`src/rtl/mdu_pkg.sv`:
```
// Shared constants for the multiply/divide unit: op codes, FSM encoding and
// the fixed low-word result of a divide by zero.
package mdu_pkg;

  localparam logic [2:0] MDU_MULT  = 3'd0;
  localparam logic [2:0] MDU_MULTU = 3'd1;
  localparam logic [2:0] MDU_DIV   = 3'd2;
  localparam logic [2:0] MDU_DIVU  = 3'd3;
  localparam logic [2:0] MDU_MFHI  = 3'd4;
  localparam logic [2:0] MDU_MFLO  = 3'd5;
  localparam logic [2:0] MDU_MTHI  = 3'd6;
  localparam logic [2:0] MDU_MTLO  = 3'd7;

  localparam logic [1:0] ST_IDLE = 2'b00;
  localparam logic [1:0] ST_CALC = 2'b01;
  localparam logic [1:0] ST_FIX  = 2'b10;

  localparam logic [31:0] MDU_DZ_LO = 32'hFFFF_FFFF;

endpackage

```
`src/rtl/mdu_step.sv`:
```
// One radix-2 iteration of the shared datapath: shift-add for multiply,
// restoring subtract-and-shift for divide, sharing a single adder.
module mdu_step #(
  parameter int NB_DATA = 32
) (
  input  logic                   is_div_i,
  input  logic [2*NB_DATA-1:0]   acc_i,
  input  logic [NB_DATA-1:0]     opnd_i,
  output logic [2*NB_DATA-1:0]   acc_o
);

  logic [NB_DATA+1:0] lhs;
  logic [NB_DATA+1:0] rhs;
  logic [NB_DATA+1:0] sum;

  // Divide: lhs is the remainder shifted left with the next dividend bit; the
  // extra top bit makes the sign of (lhs - divisor) unambiguous.
  always_comb begin
    if (is_div_i) begin
      lhs = {1'b0, acc_i[2*NB_DATA-1:NB_DATA], acc_i[NB_DATA-1]};
      rhs = ~{2'b00, opnd_i};
    end else begin
      lhs = {2'b00, acc_i[2*NB_DATA-1:NB_DATA]};
      rhs = acc_i[0] ? {2'b00, opnd_i} : '0;
    end
    sum = lhs + rhs + {{(NB_DATA+1){1'b0}}, is_div_i};

    if (is_div_i) begin
      if (!sum[NB_DATA+1]) begin
        acc_o = {sum[NB_DATA-1:0], acc_i[NB_DATA-2:0], 1'b1};
      end else begin
        acc_o = {lhs[NB_DATA-1:0], acc_i[NB_DATA-2:0], 1'b0};
      end
    end else begin
      acc_o = {sum[NB_DATA:0], acc_i[NB_DATA-1:1]};
    end
  end

endmodule

```
`src/rtl/mult_div_sequencer.sv`:
```
// Iterative MULT/MULTU/DIV/DIVU sequencer owning HI/LO; stalls the front of
// the pipeline while an operation runs or a HI/LO access must wait.
module mult_div_sequencer
  import mdu_pkg::*;
#(
  parameter int NB_DATA = 32,
  parameter int NB_CNT  = 6
) (
  input  logic               clk,
  input  logic               i_rst,
  input  logic               i_halt,
  input  logic               i_valid,
  input  logic [2:0]         i_op,
  input  logic [NB_DATA-1:0] i_datoA,
  input  logic [NB_DATA-1:0] i_datoB,
  output logic               o_stall,
  output logic               o_busy,
  output logic [NB_DATA-1:0] o_result,
  output logic [NB_DATA-1:0] o_hi,
  output logic [NB_DATA-1:0] o_lo
);

  localparam logic [NB_CNT-1:0] CNT_LAST = NB_CNT'(NB_DATA - 1);
  localparam logic [NB_CNT-1:0] CNT_ONE  = NB_CNT'(1);

  logic [1:0]             state_q, state_d;
  logic [NB_CNT-1:0]      cnt_q, cnt_d;
  logic [2*NB_DATA-1:0]   acc_q, acc_d;
  logic [NB_DATA-1:0]     opnd_q, opnd_d;
  logic                   is_div_q, is_div_d;
  logic                   neg_lo_q, neg_lo_d;
  logic                   neg_hi_q, neg_hi_d;
  logic                   dz_q, dz_d;
  logic [NB_DATA-1:0]     hi_q, hi_d;
  logic [NB_DATA-1:0]     lo_q, lo_d;

  logic                   is_signed;
  logic                   a_neg, b_neg;
  logic [NB_DATA-1:0]     a_mag, b_mag;
  logic [2*NB_DATA-1:0]   step_acc;
  logic [2*NB_DATA-1:0]   prod_fix;

  mdu_step #(.NB_DATA(NB_DATA)) u_step (
    .is_div_i (is_div_q),
    .acc_i    (acc_q),
    .opnd_i   (opnd_q),
    .acc_o    (step_acc)
  );

  assign is_signed = ~i_op[0];
  assign a_neg     = is_signed & i_datoA[NB_DATA-1];
  assign b_neg     = is_signed & i_datoB[NB_DATA-1];
  assign a_mag     = a_neg ? -i_datoA : i_datoA;
  assign b_mag     = b_neg ? -i_datoB : i_datoB;
  assign prod_fix  = neg_lo_q ? -acc_q : acc_q;

  always_comb begin
    state_d  = state_q;
    cnt_d    = cnt_q;
    acc_d    = acc_q;
    opnd_d   = opnd_q;
    is_div_d = is_div_q;
    neg_lo_d = neg_lo_q;
    neg_hi_d = neg_hi_q;
    dz_d     = dz_q;
    hi_d     = hi_q;
    lo_d     = lo_q;
    if (!i_halt) begin
      case (state_q)
        ST_IDLE: begin
          if (i_valid && !i_op[2]) begin
            is_div_d = i_op[1];
            neg_lo_d = a_neg ^ b_neg;
            neg_hi_d = a_neg;
            cnt_d    = '0;
            dz_d     = 1'b0;
            state_d  = ST_CALC;
            if (!i_op[1]) begin
              acc_d  = {{NB_DATA{1'b0}}, b_mag};
              opnd_d = a_mag;
            end else if (i_datoB == '0) begin
              // Divide by zero bypasses iteration; raw dividend goes to HI.
              acc_d   = {i_datoA, NB_DATA'(MDU_DZ_LO)};
              opnd_d  = '0;
              dz_d    = 1'b1;
              state_d = ST_FIX;
            end else begin
              acc_d  = {{NB_DATA{1'b0}}, a_mag};
              opnd_d = b_mag;
            end
          end else if (i_valid && i_op == MDU_MTHI) begin
            hi_d = i_datoA;
          end else if (i_valid && i_op == MDU_MTLO) begin
            lo_d = i_datoA;
          end
        end
        ST_CALC: begin
          acc_d = step_acc;
          if (cnt_q == CNT_LAST) begin
            state_d = ST_FIX;
          end else begin
            cnt_d = cnt_q + CNT_ONE;
          end
        end
        ST_FIX: begin
          state_d = ST_IDLE;
          if (!is_div_q) begin
            hi_d = prod_fix[2*NB_DATA-1:NB_DATA];
            lo_d = prod_fix[NB_DATA-1:0];
          end else if (dz_q) begin
            hi_d = acc_q[2*NB_DATA-1:NB_DATA];
            lo_d = acc_q[NB_DATA-1:0];
          end else begin
            // Quotient truncates toward zero; remainder follows the dividend.
            lo_d = neg_lo_q ? -acc_q[NB_DATA-1:0] : acc_q[NB_DATA-1:0];
            hi_d = neg_hi_q ? -acc_q[2*NB_DATA-1:NB_DATA] : acc_q[2*NB_DATA-1:NB_DATA];
          end
        end
        default: state_d = ST_IDLE;
      endcase
    end
  end

  always_ff @(posedge clk) begin
    if (i_rst) begin
      state_q  <= ST_IDLE;
      cnt_q    <= '0;
      acc_q    <= '0;
      opnd_q   <= '0;
      is_div_q <= 1'b0;
      neg_lo_q <= 1'b0;
      neg_hi_q <= 1'b0;
      dz_q     <= 1'b0;
      hi_q     <= '0;
      lo_q     <= '0;
    end else begin
      state_q  <= state_d;
      cnt_q    <= cnt_d;
      acc_q    <= acc_d;
      opnd_q   <= opnd_d;
      is_div_q <= is_div_d;
      neg_lo_q <= neg_lo_d;
      neg_hi_q <= neg_hi_d;
      dz_q     <= dz_d;
      hi_q     <= hi_d;
      lo_q     <= lo_d;
    end
  end

  always_comb begin
    o_stall = 1'b0;
    if (i_valid) begin
      case (state_q)
        ST_IDLE: o_stall = ~i_op[2];
        ST_CALC: o_stall = 1'b1;
        ST_FIX:  o_stall = i_op[2];
        default: o_stall = 1'b0;
      endcase
    end
  end

  assign o_busy   = (state_q != ST_IDLE);
  assign o_result = (i_op == MDU_MFHI) ? hi_q :
                    (i_op == MDU_MFLO) ? lo_q : '0;
  assign o_hi     = hi_q;
  assign o_lo     = lo_q;

endmodule
```
`config.mk`:
```
export PLATFORM = sky130hd
export DESIGN_NAME = mult_div_sequencer
export DESIGN_NICKNAME = d
export VERILOG_FILES = /design/src/rtl/mdu_pkg.sv /design/src/rtl/mdu_step.sv /design/src/rtl/mult_div_sequencer.sv
export SDC_FILE = /design/constraint.sdc
export NUM_CORES = 1
export LEC_CHECK = 0
export CAP_MARGIN = 20
export CORE_ASPECT_RATIO = 1.25
export CORE_MARGIN = 5
export CORE_UTILIZATION = 39
export DETAILED_ROUTE_END_ITERATION = 7
export SLEW_MARGIN = 20
export SYNTH_ARGS = -nofsm -noshare
export SYNTH_HDL_FRONTEND = slang
export SYNTH_HIERARCHICAL = 1
export SYNTH_SLANG_ARGS = --single-unit
```
`constraint.sdc`:
```
create_clock -name clk -period 5.3 [get_ports clk]
set_input_delay 1.06 -clock clk [delete_from_list [all_inputs] [get_ports clk]]
set_output_delay 1.06 -clock clk [all_outputs]
set_load 0.1 [all_outputs]
```
==> run_results.csv <==
group,metric,value,unit
global_routing,grt_overflow,0,
cts,cts_sinks,172,
logic_synthesis,yosysWarnings,6,
critical_path,reg2reg_from,"is_div_q",
global_routing,first_global_vias,15140,
sta,finalClockSkew,0.01223,ns
critical_path,worstPathRequired,5.60,ns
logic_synthesis,netlist_instances,1922,
cts,cts.htree.levels,4,
critical_path,worstSetupStartpoint,"is_div_q",
placement,place.gp.congestion,0.9966,
drt,dr.first_iter.drc_count,1835,
sta,fin_crit,4.713,ns
layout,diodes,0,
drt,drt_wl_total,64150,µm
logic_synthesis,ys_async_sr_fraction,0,%
floorplanning,die_w,181.6,µm
sta,setup_viol,0,
floorplanning,start_util,39.56,%
critical_path,reg2reg_slack,0.59,ns
outcome,status,"complete, no violations",
placement,portBuffers,168,
layout,drive_gt1_share,10.91,%
global_routing,met2_usage,49.45,%
global_routing,grt_start_max_net_pins,64,
power,power_per_cell_area,218.9,nW/µm²
global_routing,grt_pass1_wl,95610,µm
drt,ant_nets,0,
floorplanning,die_y,224.5,µm
placement,dp.cells,2473,
logic_synthesis,synth_cell_type_count,95,
sta,finalHoldViolations,0,
logic_synthesis,synth_edf_count,0,
layout,fin_area,17350,µm²
cts,cts_made_buffers,17,
logic_synthesis,synth_ff_type,"dfxtp_1",
layout,n_fill_cell,3647,
global_routing,grt_use_total,30.13,%
logic_synthesis,ys_seq_elements,172,
cts,clock_path_buffers,2,
sta,clock.fmax,212.2,MHz
drt,firstDrtPassIters,5,
cts,clock_latency,0.44,ns
critical_path,path_class,"flip-flop to flip-flop",
logic_synthesis,synth.most_common_cell,"nor2_1",
cts,cts_setup_buffers,0,
layout,syn2layout_area_growth,20.83,%
logic_synthesis,synthTopCellsByCount,"nor2_1 (217), nand2_1 (186), dfxtp_1 (172), a21oi_1 (161), o21ai_0 (135)",
critical_path,critPathMaxFanout,31,
global_routing,antenna_found_initial,1,
cts,cts_tree,"yes",
cts,ctsHoldBuffers,0,
cts,root_buffer,"clkbuf_16",
power,ir_worst_vdd,0.0001804,V
sta,finalMaxSlewViolations,0,
cts,cts.clk_slew.worst_paths,0.07,ns
sta,rsz0062_at_grt,"false",
drt,vias_per_cell,6.357,
layout,fin_nets,2122,
cts,cts_resized,0,
floorplanning,io_pins,169,
logic_synthesis,netlist_top_cells_area,"dfxtp_1 (24%), nor2_1 (5.7%), a21oi_1 (5.6%), xnor2_1 (4.9%), nand2_1 (4.9%)",
logic_synthesis,synth_area_leader_cell,"dfxtp_1",
layout,final_cells,2506,
global_routing,busiest_layer,"met2",
placement,placed_cell_area,16740,µm²
drt,post_drt_wl_per_cell,25.60,µm
sta,worst_pin_slew,1.163,ns
drt,via_count,15930,
sta,hold_slack,0.4736,ns
floorplanning,core_area,36300,µm²
global_routing,met3_usage,4.028,%
sta,max_slew_margin,22.18,%
flow_run,maxCapViolCount,0,
floorplanning,rows,78,
critical_path,crit_end,"acc_q[61]",
power,p_leak,6.370,nW
min_path,holdPathStages,2,
floorplanning,die-area,40790,µm²
drt,drc_errors,0,
sta,finalSetupTns,0,ns
critical_path,r2r_end,"acc_q[61]",
global_routing,grtUsageMet1,38.30,%
logic_synthesis,synth_nets,2031,
logic_synthesis,netlist_area,14360,µm²
min_path,hold_path.class,"flip-flop to flip-flop",
critical_path,reg2regPathDepth,14,
sta,min_period_over_period,88.92,%
logic_synthesis,synth.top_cell.area_share,23.98,%
logic_synthesis,syn_avg_cell_area,7.472,µm²
logic_synthesis,seq_area_frac_synth,23.98,%
critical_path,cp.arrival,5.01,ns
critical_path,endpoint_kind,"flip-flop",
placement,hpwl,48860,µm
critical_path,start_kind,"flip-flop",
-- layout by cell type (no fill, tap or decap), types with 29 or more instances in the layout --
master,Yosys,layout
xor2_1,65,65
nor3_1,84,84
mux2i_1,37,37
a211oi_1,39,38
ha_1,36,36
buf_4,1,50
a31oi_1,29,29
clkdlybuf4s50_1,0,134
buf_12,1,32
o21ai_0,135,133
a22o_1,35,35
nor2_1,217,214
a21oi_1,161,161
dfxtp_1,172,171
nand2_1,186,186
xnor2_1,80,80
a221oi_1,43,43
mux2_2,60,60
-- metal layers --
| metal | routed length [µm] | up-vias | part of all wire, % |
|---|---|---|---|
| met5 | 13 | - | 0.020 |
| met2 | 29980 | 784 | 47 |
| li1 | - | 7325 | - |
| met1 | 25430 | 7627 | 40 |
| met3 | 4600 | 192 | 7.2 |
| met4 | 4123 | 2 | 6.4 |
-- per-stage QoR --
step	setup slack [ns]	utilization, %	total power, W
after floorplan	1.436	-	0.002090
after global placement	0.6780	46.11	0.002497
after detailed placement	0.7048	46.11	0.002503
after CTS	0.6751	47.72	0.003774
after global routing	0.1998	47.80	0.003927
final	0.5872	47.80	0.003799
-- flip-flops by register name, summed over array words and instances, names as in the netlist, 2 cells and up --
signal,count
state_q,2
acc_q,64
cnt_q,6
o_lo,32
opnd_q,32
o_hi,32
-- power breakdown --
group / internal, W / switching [W]
Clock: 0.000669 / 0.000619
Combinational: 0.000356 / 0.000709
Sequential: 0.00134 / 0.000104
-- worst max-delay path: stages (launching register included) --
cell and delay [ns]:
dfxtp_4 0.40, clkinv_1 0.67, o21ai_0 0.55, ha_1 0.30, nor2b_1 0.15, o2111ai_1 0.32, a211oi_2 0.12, and4bb_1 0.35
nor3_2 0.09, o21ai_4 0.38, nand2_8 0.26, nand2_1 0.34, o221ai_1 0.18, a221oi_1 0.38, a211oi_2 0.08
-- how the worst min path moves through the flow --
stage / from / end / slack [ns]
global placement: neg_hi_q / neg_hi_q / 0.45
global route: o_lo[25] / o_lo[25] / 0.49
finish: o_lo[23] / o_lo[23] / 0.47
CTS: o_lo[23] / o_lo[23] / 0.48
floorplan: neg_hi_q / neg_hi_q / 0.44
detailed placement: o_lo[23] / o_lo[23] / 0.47
-- final cells by class --
class	count	area (µm²)	area share, %
flip-flops and latches	172	3447	19.86
inverters	30	112.6	0.6489
clock buffers	18	429.2	2.473
well taps	480	600.6	3.461
repair buffers	217	2385	13.74
clock inverters	14	157.7	0.9085
multi-input cells	1575	10220	58.90
-- kinds of logic (layout without fill, tap and decap cells) --
group                    Yosys count  in the layout  synth area share [%]
multiplexers                      97             97                 7.284
adder cells (fa/ha/maj)           38             38                 3.415
flip-flops                       172            172                 23.98
AO/OA/AOI/OAI                    633            633                 29.36
AND/OR/NAND/NOR                  661            661                 21.82
XOR/XNOR                         146            146                 8.956
buffers and inverters            175            279                 5.184
(Power assumes the default switching activity.)
